==> src/rtl/joybus_pkg.sv <==
// ============================================================================
// Module  : joybus_pkg
// Brief   : Shared Joybus types and default bit-cell timing (RX and TX).
// Revision: 1.0 - initial release
// ============================================================================
`timescale 1ns/1ps
`default_nettype none

package joybus_pkg;

  typedef enum logic [1:0] {
    IDLE    = 2'd0,
    LOW     = 2'd1,
    HIGH    = 2'd2,
    WAIT_HI = 2'd3
  } rx_state_t;

  // Cycle counts at a 50 MHz system clock.
  localparam int unsigned c_BIT_THRESH   = 100;
  localparam int unsigned c_LOW_TIMEOUT  = 400;
  localparam int unsigned c_IDLE_TIMEOUT = 250;

endpackage

`default_nettype wire

==> src/rtl/joybus_phase_timer.sv <==
// ============================================================================
// Module  : joybus_phase_timer
// Brief   : Saturating phase-length counter with clear and ==LIMIT compare.
// Revision: 1.0 - initial release
// ============================================================================
`timescale 1ns/1ps
`default_nettype none

module joybus_phase_timer #(
  parameter int CNT_W = 10,
  parameter int LIMIT = 400
) (
  input  logic             clk,
  input  logic             rst,
  input  logic             i_clr,
  input  logic             i_en,
  output logic [CNT_W-1:0] o_count,
  output logic             o_hit
);

  localparam logic [CNT_W-1:0] c_MAX   = '1;
  localparam logic [CNT_W-1:0] c_LIMIT = CNT_W'(LIMIT);

  logic [CNT_W-1:0] r_count;

  // Clear loads 1 so the count equals the number of samples in the phase,
  // the edge sample included.
  always_ff @(posedge clk) begin
    if (rst) begin
      r_count <= '0;
    end else if (i_clr) begin
      r_count <= CNT_W'(1);
    end else if (i_en && (r_count != c_MAX)) begin
      r_count <= r_count + 1'b1;
    end
  end

  assign o_count = r_count;
  assign o_hit   = (r_count == c_LIMIT);

endmodule

`default_nettype wire

==> src/rtl/joybus_rx_decoder.sv <==
// ============================================================================
// Module  : joybus_rx_decoder
// Brief   : Decodes the filtered Joybus line into bytes and frame boundaries.
// Revision: 1.0 - initial release
// ============================================================================
`timescale 1ns/1ps
`default_nettype none

module joybus_rx_decoder
  import joybus_pkg::*;
#(
  parameter int BIT_THRESH   = c_BIT_THRESH,
  parameter int LOW_TIMEOUT  = c_LOW_TIMEOUT,
  parameter int IDLE_TIMEOUT = c_IDLE_TIMEOUT,
  parameter int MAX_BYTES    = 64,
  parameter int CNT_W        = 10
) (
  input  logic                         sys_clk,
  input  logic                         sys_rst,
  input  logic                         line_in,
  output logic [7:0]                   byte_data,
  output logic                         byte_valid,
  output logic [$clog2(MAX_BYTES)-1:0] byte_index,
  output logic                         frame_done,
  output logic                         frame_err,
  output logic                         busy
);

  localparam int IW  = $clog2(MAX_BYTES);
  localparam int BCW = $clog2(MAX_BYTES + 1);

  rx_state_t        r_state, w_state_nxt;
  logic             r_line_prev, r_armed;
  logic [7:0]       r_shift;
  logic [2:0]       r_bit_cnt;
  logic [BCW-1:0]   r_byte_cnt;
  logic             r_dropped;

  logic             w_fall, w_rise, w_bit, w_frame_ok;
  logic             w_low_clr, w_high_clr, w_take_bit, w_frame_end, w_abort;
  logic             w_low_hit, w_high_hit;
  logic [CNT_W-1:0] w_low_cnt, w_high_cnt_unused;
  logic [7:0]       w_byte;

  assign w_fall     = r_line_prev & ~line_in;
  assign w_rise     = ~r_line_prev & line_in;
  assign w_bit      = (w_low_cnt < CNT_W'(BIT_THRESH));
  assign w_byte     = {r_shift[6:0], w_bit};
  assign w_frame_ok = (r_bit_cnt == 3'd1) && r_shift[0] &&
                      (r_byte_cnt != '0) && !r_dropped;

  joybus_phase_timer #(.CNT_W(CNT_W), .LIMIT(LOW_TIMEOUT)) u_low_timer (
    .clk     (sys_clk),
    .rst     (sys_rst),
    .i_clr   (w_low_clr),
    .i_en    (r_state == LOW),
    .o_count (w_low_cnt),
    .o_hit   (w_low_hit)
  );

  joybus_phase_timer #(.CNT_W(CNT_W), .LIMIT(IDLE_TIMEOUT)) u_high_timer (
    .clk     (sys_clk),
    .rst     (sys_rst),
    .i_clr   (w_high_clr),
    .i_en    (r_state == HIGH),
    .o_count (w_high_cnt_unused),
    .o_hit   (w_high_hit)
  );

  always_ff @(posedge sys_clk) begin
    if (sys_rst) r_state <= IDLE;
    else         r_state <= w_state_nxt;
  end

  always_comb begin
    w_state_nxt = r_state;
    w_low_clr   = 1'b0;
    w_high_clr  = 1'b0;
    w_take_bit  = 1'b0;
    w_frame_end = 1'b0;
    w_abort     = 1'b0;
    case (r_state)
      // A fall only counts once the line has been seen high since reset.
      IDLE: begin
        if (w_fall && r_armed) begin
          w_state_nxt = LOW;
          w_low_clr   = 1'b1;
        end
      end
      LOW: begin
        if (w_rise) begin
          w_take_bit  = 1'b1;
          w_high_clr  = 1'b1;
          w_state_nxt = HIGH;
        end else if (w_low_hit) begin
          w_abort     = 1'b1;
          w_state_nxt = WAIT_HI;
        end
      end
      HIGH: begin
        if (w_fall) begin
          w_low_clr   = 1'b1;
          w_state_nxt = LOW;
        end else if (w_high_hit) begin
          w_frame_end = 1'b1;
          w_state_nxt = IDLE;
        end
      end
      WAIT_HI: begin
        if (line_in) w_state_nxt = IDLE;
      end
      default: w_state_nxt = IDLE;
    endcase
  end

  always_ff @(posedge sys_clk) begin
    if (sys_rst) begin
      r_line_prev <= 1'b1;
      r_armed     <= 1'b0;
      r_shift     <= '0;
      r_bit_cnt   <= '0;
      r_byte_cnt  <= '0;
      r_dropped   <= 1'b0;
      byte_data   <= '0;
      byte_valid  <= 1'b0;
      byte_index  <= '0;
      frame_done  <= 1'b0;
      frame_err   <= 1'b0;
      busy        <= 1'b0;
    end else begin
      r_line_prev <= line_in;
      if (line_in) r_armed <= 1'b1;
      byte_valid  <= 1'b0;
      frame_done  <= 1'b0;
      frame_err   <= 1'b0;
      busy        <= (w_state_nxt != IDLE);

      if (w_take_bit) begin
        r_shift <= w_byte;
        if (r_bit_cnt == 3'd7) begin
          r_bit_cnt <= '0;
          if (r_byte_cnt < BCW'(MAX_BYTES)) begin
            byte_valid <= 1'b1;
            byte_data  <= w_byte;
            byte_index <= r_byte_cnt[IW-1:0];
            r_byte_cnt <= r_byte_cnt + 1'b1;
          end else begin
            r_dropped <= 1'b1;
          end
        end else begin
          r_bit_cnt <= r_bit_cnt + 1'b1;
        end
      end

      if (w_frame_end || w_abort) begin
        frame_done <= 1'b1;
        frame_err  <= w_abort | ~w_frame_ok;
        r_shift    <= '0;
        r_bit_cnt  <= '0;
        r_byte_cnt <= '0;
        r_dropped  <= 1'b0;
      end
    end
  end

endmodule

`default_nettype wire

==> config.mk <==
export PLATFORM = sky130hd
export DESIGN_NAME = joybus_rx_decoder
export DESIGN_NICKNAME = d
export VERILOG_FILES = /design/src/rtl/joybus_pkg.sv /design/src/rtl/joybus_phase_timer.sv /design/src/rtl/joybus_rx_decoder.sv
export SDC_FILE = /design/constraint.sdc
export NUM_CORES = 1
export LEC_CHECK = 0
export ABC_AREA = 0
export BUFFER_PORTS_ARGS = -buffer_cell sky130_fd_sc_hd__buf_2
export CORE_UTILIZATION = 37
export DETAILED_ROUTE_END_ITERATION = 7
export MAX_ROUTING_LAYER = met4
export PLACE_DENSITY = 0.65
export SETUP_SLACK_MARGIN = 0.5
export SYNTH_ARGS = -nofsm -noshare
export SYNTH_HDL_FRONTEND = slang
export SYNTH_SLANG_ARGS = --single-unit
==> constraint.sdc <==
create_clock -name sys_clk -period 3.6 [get_ports sys_clk]
set_clock_uncertainty 0.1 [all_clocks]
set_input_delay 0 -clock sys_clk [delete_from_list [all_inputs] [get_ports sys_clk]]
set_output_delay 0 -clock sys_clk [all_outputs]
set_load 0.01 [all_outputs]
---- After elaboration in Yosys (flattened, before gate mapping) ----
Cells that the tools add are included.
word-level totals
  bits in registers ....................... 60
  output and inout port bits .............. 18
operators by class
  $add $sub $neg .......................... 4
  magnitude comparators ................... 2
  eq/ne operators ......................... 9
  mux-type cells .......................... 25
  bitwise operators ....................... 10
  reductions and logical operators ........ 20
operator list
  operator               count
  $add 10x1->10 const B  2
  $ne 10x10->1 const B   2
  $mux 1                 16
  $mux 2                 6
  $eq 10x8->1 const B    1
  $eq 10x9->1 const B    1
  $lt 10x7->1 const B    1
  $pmux 2 s4             1
  $reduce_or 2->1        4
  $add 7x1->7 const B    1
  $lt 7x7->1 const B     1
  $not 1->1              7
  $reduce_bool 7->1      1
  $logic_and 1x1->1      6
  $reduce_and 3->1       2
  $reduce_bool 2->1      3
  $eq 2x2->1 const B     2
  $add 3x1->3 const B    1
  $eq 3x1->1 const B     1
  $eq 3x3->1 const B     1
  $mux 3                 1
  $reduce_or 3->1        1
  $and 1x1->1            2
  $eq 2x1->1 const B     1
  other kinds (5)        5

---- Longest topological paths before layout ----
  word-level depth ........................ 7
  mapped depth ............................ 8

---- Modules after synthesis ----
A second synthesis with hierarchy kept.
unflattened totals
  cells, all modules ...................... 316
  area, all modules ....................... 2891.5 µm²
modules (own cells, without submodules)
  module                              instances  cells each  area an instance (µm²)  sequential area each (µm²)
  joybus_rx_decoder                   1          181         1762.9                  800.8
  joybus_phase_timer at u_low_timer   1          69          571.8                   200.2
  joybus_phase_timer at u_high_timer  1          66          556.8                   200.2

---- Least setup slack after synthesis ----
No wires, ideal clock.
  path kind ............................... register -> register
  from .................................... register r_bit_cnt[0]
  to ...................................... register byte_data[6]
  arrival time ............................ 1632 ps
  required time ........................... 3429 ps
  slack ................................... 1797 ps
  cell stages (with the launch flop) ...... 9
  path buffers ............................ 2
  path through ............................ dfxtp_1 > ha_1 > ha_1 > nand2b_1 > or2_2 > clkbuf_1 > clkbuf_1 > nand2_1 > a21oi_1
between the ends
  longest elaborated chain between the ends .. 2
RTL lines
  what                               line                      RTL
  start: declaration                 joybus_rx_decoder.sv:35   logic [2:0] r_bit_cnt;
  start signal: assignment           joybus_rx_decoder.sv:151  r_bit_cnt <= r_bit_cnt + 1'b1;
  $eq 3x3->1                         joybus_rx_decoder.sv:140  if (r_bit_cnt == 3'd7) begin
  $reduce_and 3->1 (no source line)  n/a
  end signal: assignment             joybus_rx_decoder.sv:144  byte_data <= w_byte;
  end: declaration                   joybus_rx_decoder.sv:21   output logic [7:0] byte_data,
Every way passes these cells.
A chain may end at the register's enable or synchronous reset.

---- Worst setup path in the final report ----
  from .................................... register r_state[0]
  to ...................................... register r_byte_cnt[1]
between the ends
  longest elaborated chain between the ends .. 4
  elaborated cells on any way between the ends .. 8
RTL lines
  what                                             line                      RTL
  start: declaration                               joybus_rx_decoder.sv:32   rx_state_t r_state, w_state_nxt;
  start signal: assignment                         joybus_rx_decoder.sv:72   else r_state <= w_state_nxt;
  $eq 2x2->1 / $eq 2x1->1 (equally long branches)  joybus_rx_decoder.sv:82   case (r_state)
  $mux 1                                           joybus_rx_decoder.sv:82
  $logic_or 1x1->1                                 joybus_rx_decoder.sv:155  if (w_frame_end || w_abort) begin
  $reduce_or 2->1 (no source line)                 n/a
  end signal: assignment                           joybus_rx_decoder.sv:146  r_byte_cnt <= r_byte_cnt + 1'b1;
  end: declaration                                 joybus_rx_decoder.sv:36   logic [BCW-1:0] r_byte_cnt;
Several ways; a longest one is shown, not always the timed one.

==> reports/qor.csv <==
metric,value,unit
critical-path cell list,and3b_1 -> and4b_1 -> a221o_1 -> buf_4 -> a21oi_1,
Post-Syn Area,0.002794,mm^2
Mapped Avg Cell Area,8.758,um^2
Hold Crit Depth,2,
Leak,1.126,nW
"slowest stage delay, CP",0.57,ns
VDD IR max,133.9,uV
Cell variety after synth,53,
# hold bufs at CTS,2,
GRT Total Usage,15.99,%
Slew Limit Fails,0,
antenna diode count,0,
CTS HTree Levels,3,
Post-synth EDFFs,0,
gpl congestion,0.8796,
clk buf depth,2,
HP Class,reg2reg,
crit end category,register,
Routed Wire Length,5.537,mm
CTS tree,built,
FF-to-FF path depth,5,
layout cell share with drive strength beyond 1,15.65,%
Via Count,2282,
antenna-violating nets left,0,
maximum fanout along the worst path,14,
number of gates resized after CTS,0,
"Seq/Total Area, Yosys",42.99,%
CP max-delay cell,dfxtp_1,
Vias/cell,5.140,
CP bufs+invs,1,
WP data required,3.73,ns
fmax,420.5,MHz
ys flop type,dfxtp_1,
Filler cells,739,
Final period util,66.06,%
routed len/inst,12.47,um
setup bufs post-CTS,0,
status,completed,
Nets,352,
Pwr per Cell Area,407.3,mW/mm^2
# port buffers,20,
synthesis-to-finish area growth,12.99,%
final hold violation count,0,
first-pass detailed-route iteration total,4,
vias in the first global route,2064,
Root Driver,clkbuf_8,
"FF+latch count, synth",60,
initial drt markers,158,
Ports,21,
worst slew pin tran,0.9670,ns
drt drc,0,
total power,1.286,mW
post-layout min period,2.378,ns
YS warnings,0,
clock-pin slew on the worst setup and hold paths,0.07,ns
Crit path depth,5,
asr flop ratio synth,0,%
DP HPWL,3.761,mm
Clock Latency Late Sink,0.35,ns
# rows,31,
CTS sink count,60,
Starting Density,38.32,%
critical path type,reg2reg,
largest net degree at the start of global routing,28,
die width,88.90,um
WP data arrival,2.51,ns
max-cap violations,0,
Startpoint Class,register,
grt total ovfl,0,
cell count after synthesis,319,
setup violators final,0,
Rel. slew slack,35.30,%
die area,0.007902,mm^2
RSZ-0062 raised after global routing,false,
core area,0.007292,mm^2
CTS Buf Count,9,
syn nets,331,
critical path's top delay family,simple AND/OR/NAND/NOR gates,
Setup TNS,0,ns
initial antenna violation count,0,
overall die height,88.90,um
global-route wire length before repair,9.315,mm
tightest hold or removal path, cell delays in order (launching register included):
cell and delay, ns:
dfxtp_1 0.31, nand2_1 0.05, a21oi_1 0.05
worst paths after layout:
path                startpoint            end  slack (ns)
setup reg to reg    r_state[0]  r_byte_cnt[1]        1.22
hold reg to reg   byte_data[5]   byte_data[5]        0.35
hold / removal    byte_data[5]   byte_data[5]        0.35
setup / recovery    r_state[0]  r_byte_cnt[1]        1.22
logic make-up (layout without fill, tap and decap cells):
family                   Yosys count  in the layout  synth area share, %
buffers and inverters             25             51                4.612
AO/OA/AOI/OAI                     67             67                15.85
adder cells (fa/ha/maj)            9              9                4.031
AND/OR/NAND/NOR                  146            146                28.62
flip-flops                        60             60                42.99
multiplexers                       3              3                1.075
XOR/XNOR                           9              9                2.821
routing by layer:
| metal | up-vias | track usage (%) | wire (um) |
|---|---|---|---|
| met2 | 33 | 24.62 | 2570 |
| met1 | 1058 | 19.46 | 2638 |
| met5 | - | - | 0 |
| met4 | 0 | 9.091 | 152 |
| li1 | 1180 | - | - |
| met3 | 11 | 3.324 | 176 |
cell usage in the layout (no fill, tap or decap), types with 2 or more instances in the layout:
cell           instances
o21ai_0                3
dfxtp_1               60
nor2b_1                2
dlygate4sd3_1          2
nor2_4                 9
clkinv_2               3
a2111oi_0              2
xnor2_1                9
and4_1                 2
buf_2                 20
o31ai_1                2
or2_2                  2
a21oi_1               34
and4b_1                2
nor4_1                 2
nand2_1               55
and2_1                 5
nand3b_1               2
a211oi_1               6
a31oi_1                4
nor4bb_1               3
nand3_1                6
nor4b_1                2
a311oi_1               3
ha_1                   9
nor2_1                20
mux2i_1                3
nor3_1                11
buf_4                  3
nand2b_1               5
inv_1                 10
clkbuf_8              12
and3_1                 6
nand4_1                4
a41oi_1                2
synth_stat cells, drive strengths merged (3+ instances only):
library cell	instances	area share [%]
clkbuf	9	1.2
ha	9	4.0
inv	10	1.3
nand4	4	0.90
a211oi	6	1.6
o21ai	3	0.54
nor4bb	3	1.1
buf	6	2.1
and2	6	1.3
nor2	29	6.3
a311oi	3	0.94
dfxtp	60	43
nand3	6	1.1
xnor2	9	2.8
a21oi	35	6.7
o31ai	3	0.98
a31oi	4	0.90
a41oi	3	1.2
mux2i	3	1.1
nand2b	5	1.1
nand2	55	7.4
and3	7	1.7
nor3	11	2.0
flip-flops by register name, summed over array words and instances, names as in the netlist:
name                  cells
busy                      1
r_shift                   7
byte_index                6
byte_valid                1
frame_done                1
frame_err                 1
r_byte_cnt                7
r_state                   2
r_bit_cnt                 3
u_high_timer.o_count     10
u_low_timer.o_count      10
byte_data                 8
r_line_prev               1
r_armed                   1
r_dropped                 1
layout make-up:
type	instances	area (um^2)	area share (%)
clock inverter	4	22.52	0.7134
inverter	10	37.54	1.189
multi-input combinational	234	1464	46.37
clock buffer	12	165.2	5.232
timing repair buffer	25	142.6	4.518
tap	99	123.9	3.924
sequential	60	1201	38.05
stage by stage:
stage	hold WS, ns	util, %	cells	worst slack [ns]	area (um^2)
after floorplan	0.006577	-	319	1.797	2794
after global placement	0.2001	40.44	426	1.345	2949
after detailed placement	0.2010	40.44	426	1.244	2949
after CTS	0.3549	43.29	444	1.235	3157
after global routing	0.3717	43.29	444	1.039	3157
final	0.3520	43.29	444	1.222	3157
where the power goes:
| group | internal, mW | total (mW) | switching (mW) |
|---|---|---|---|
| Clock | 0.302 | 0.570 | 0.268 |
| Sequential | 0.668 | 0.673 | 0.00519 |
| Combinational | 0.0145 | 0.0424 | 0.0280 |
| Total | 0.985 | 1.29 | 0.301 |
Note: power is estimated with default switching activity, not from simulation.
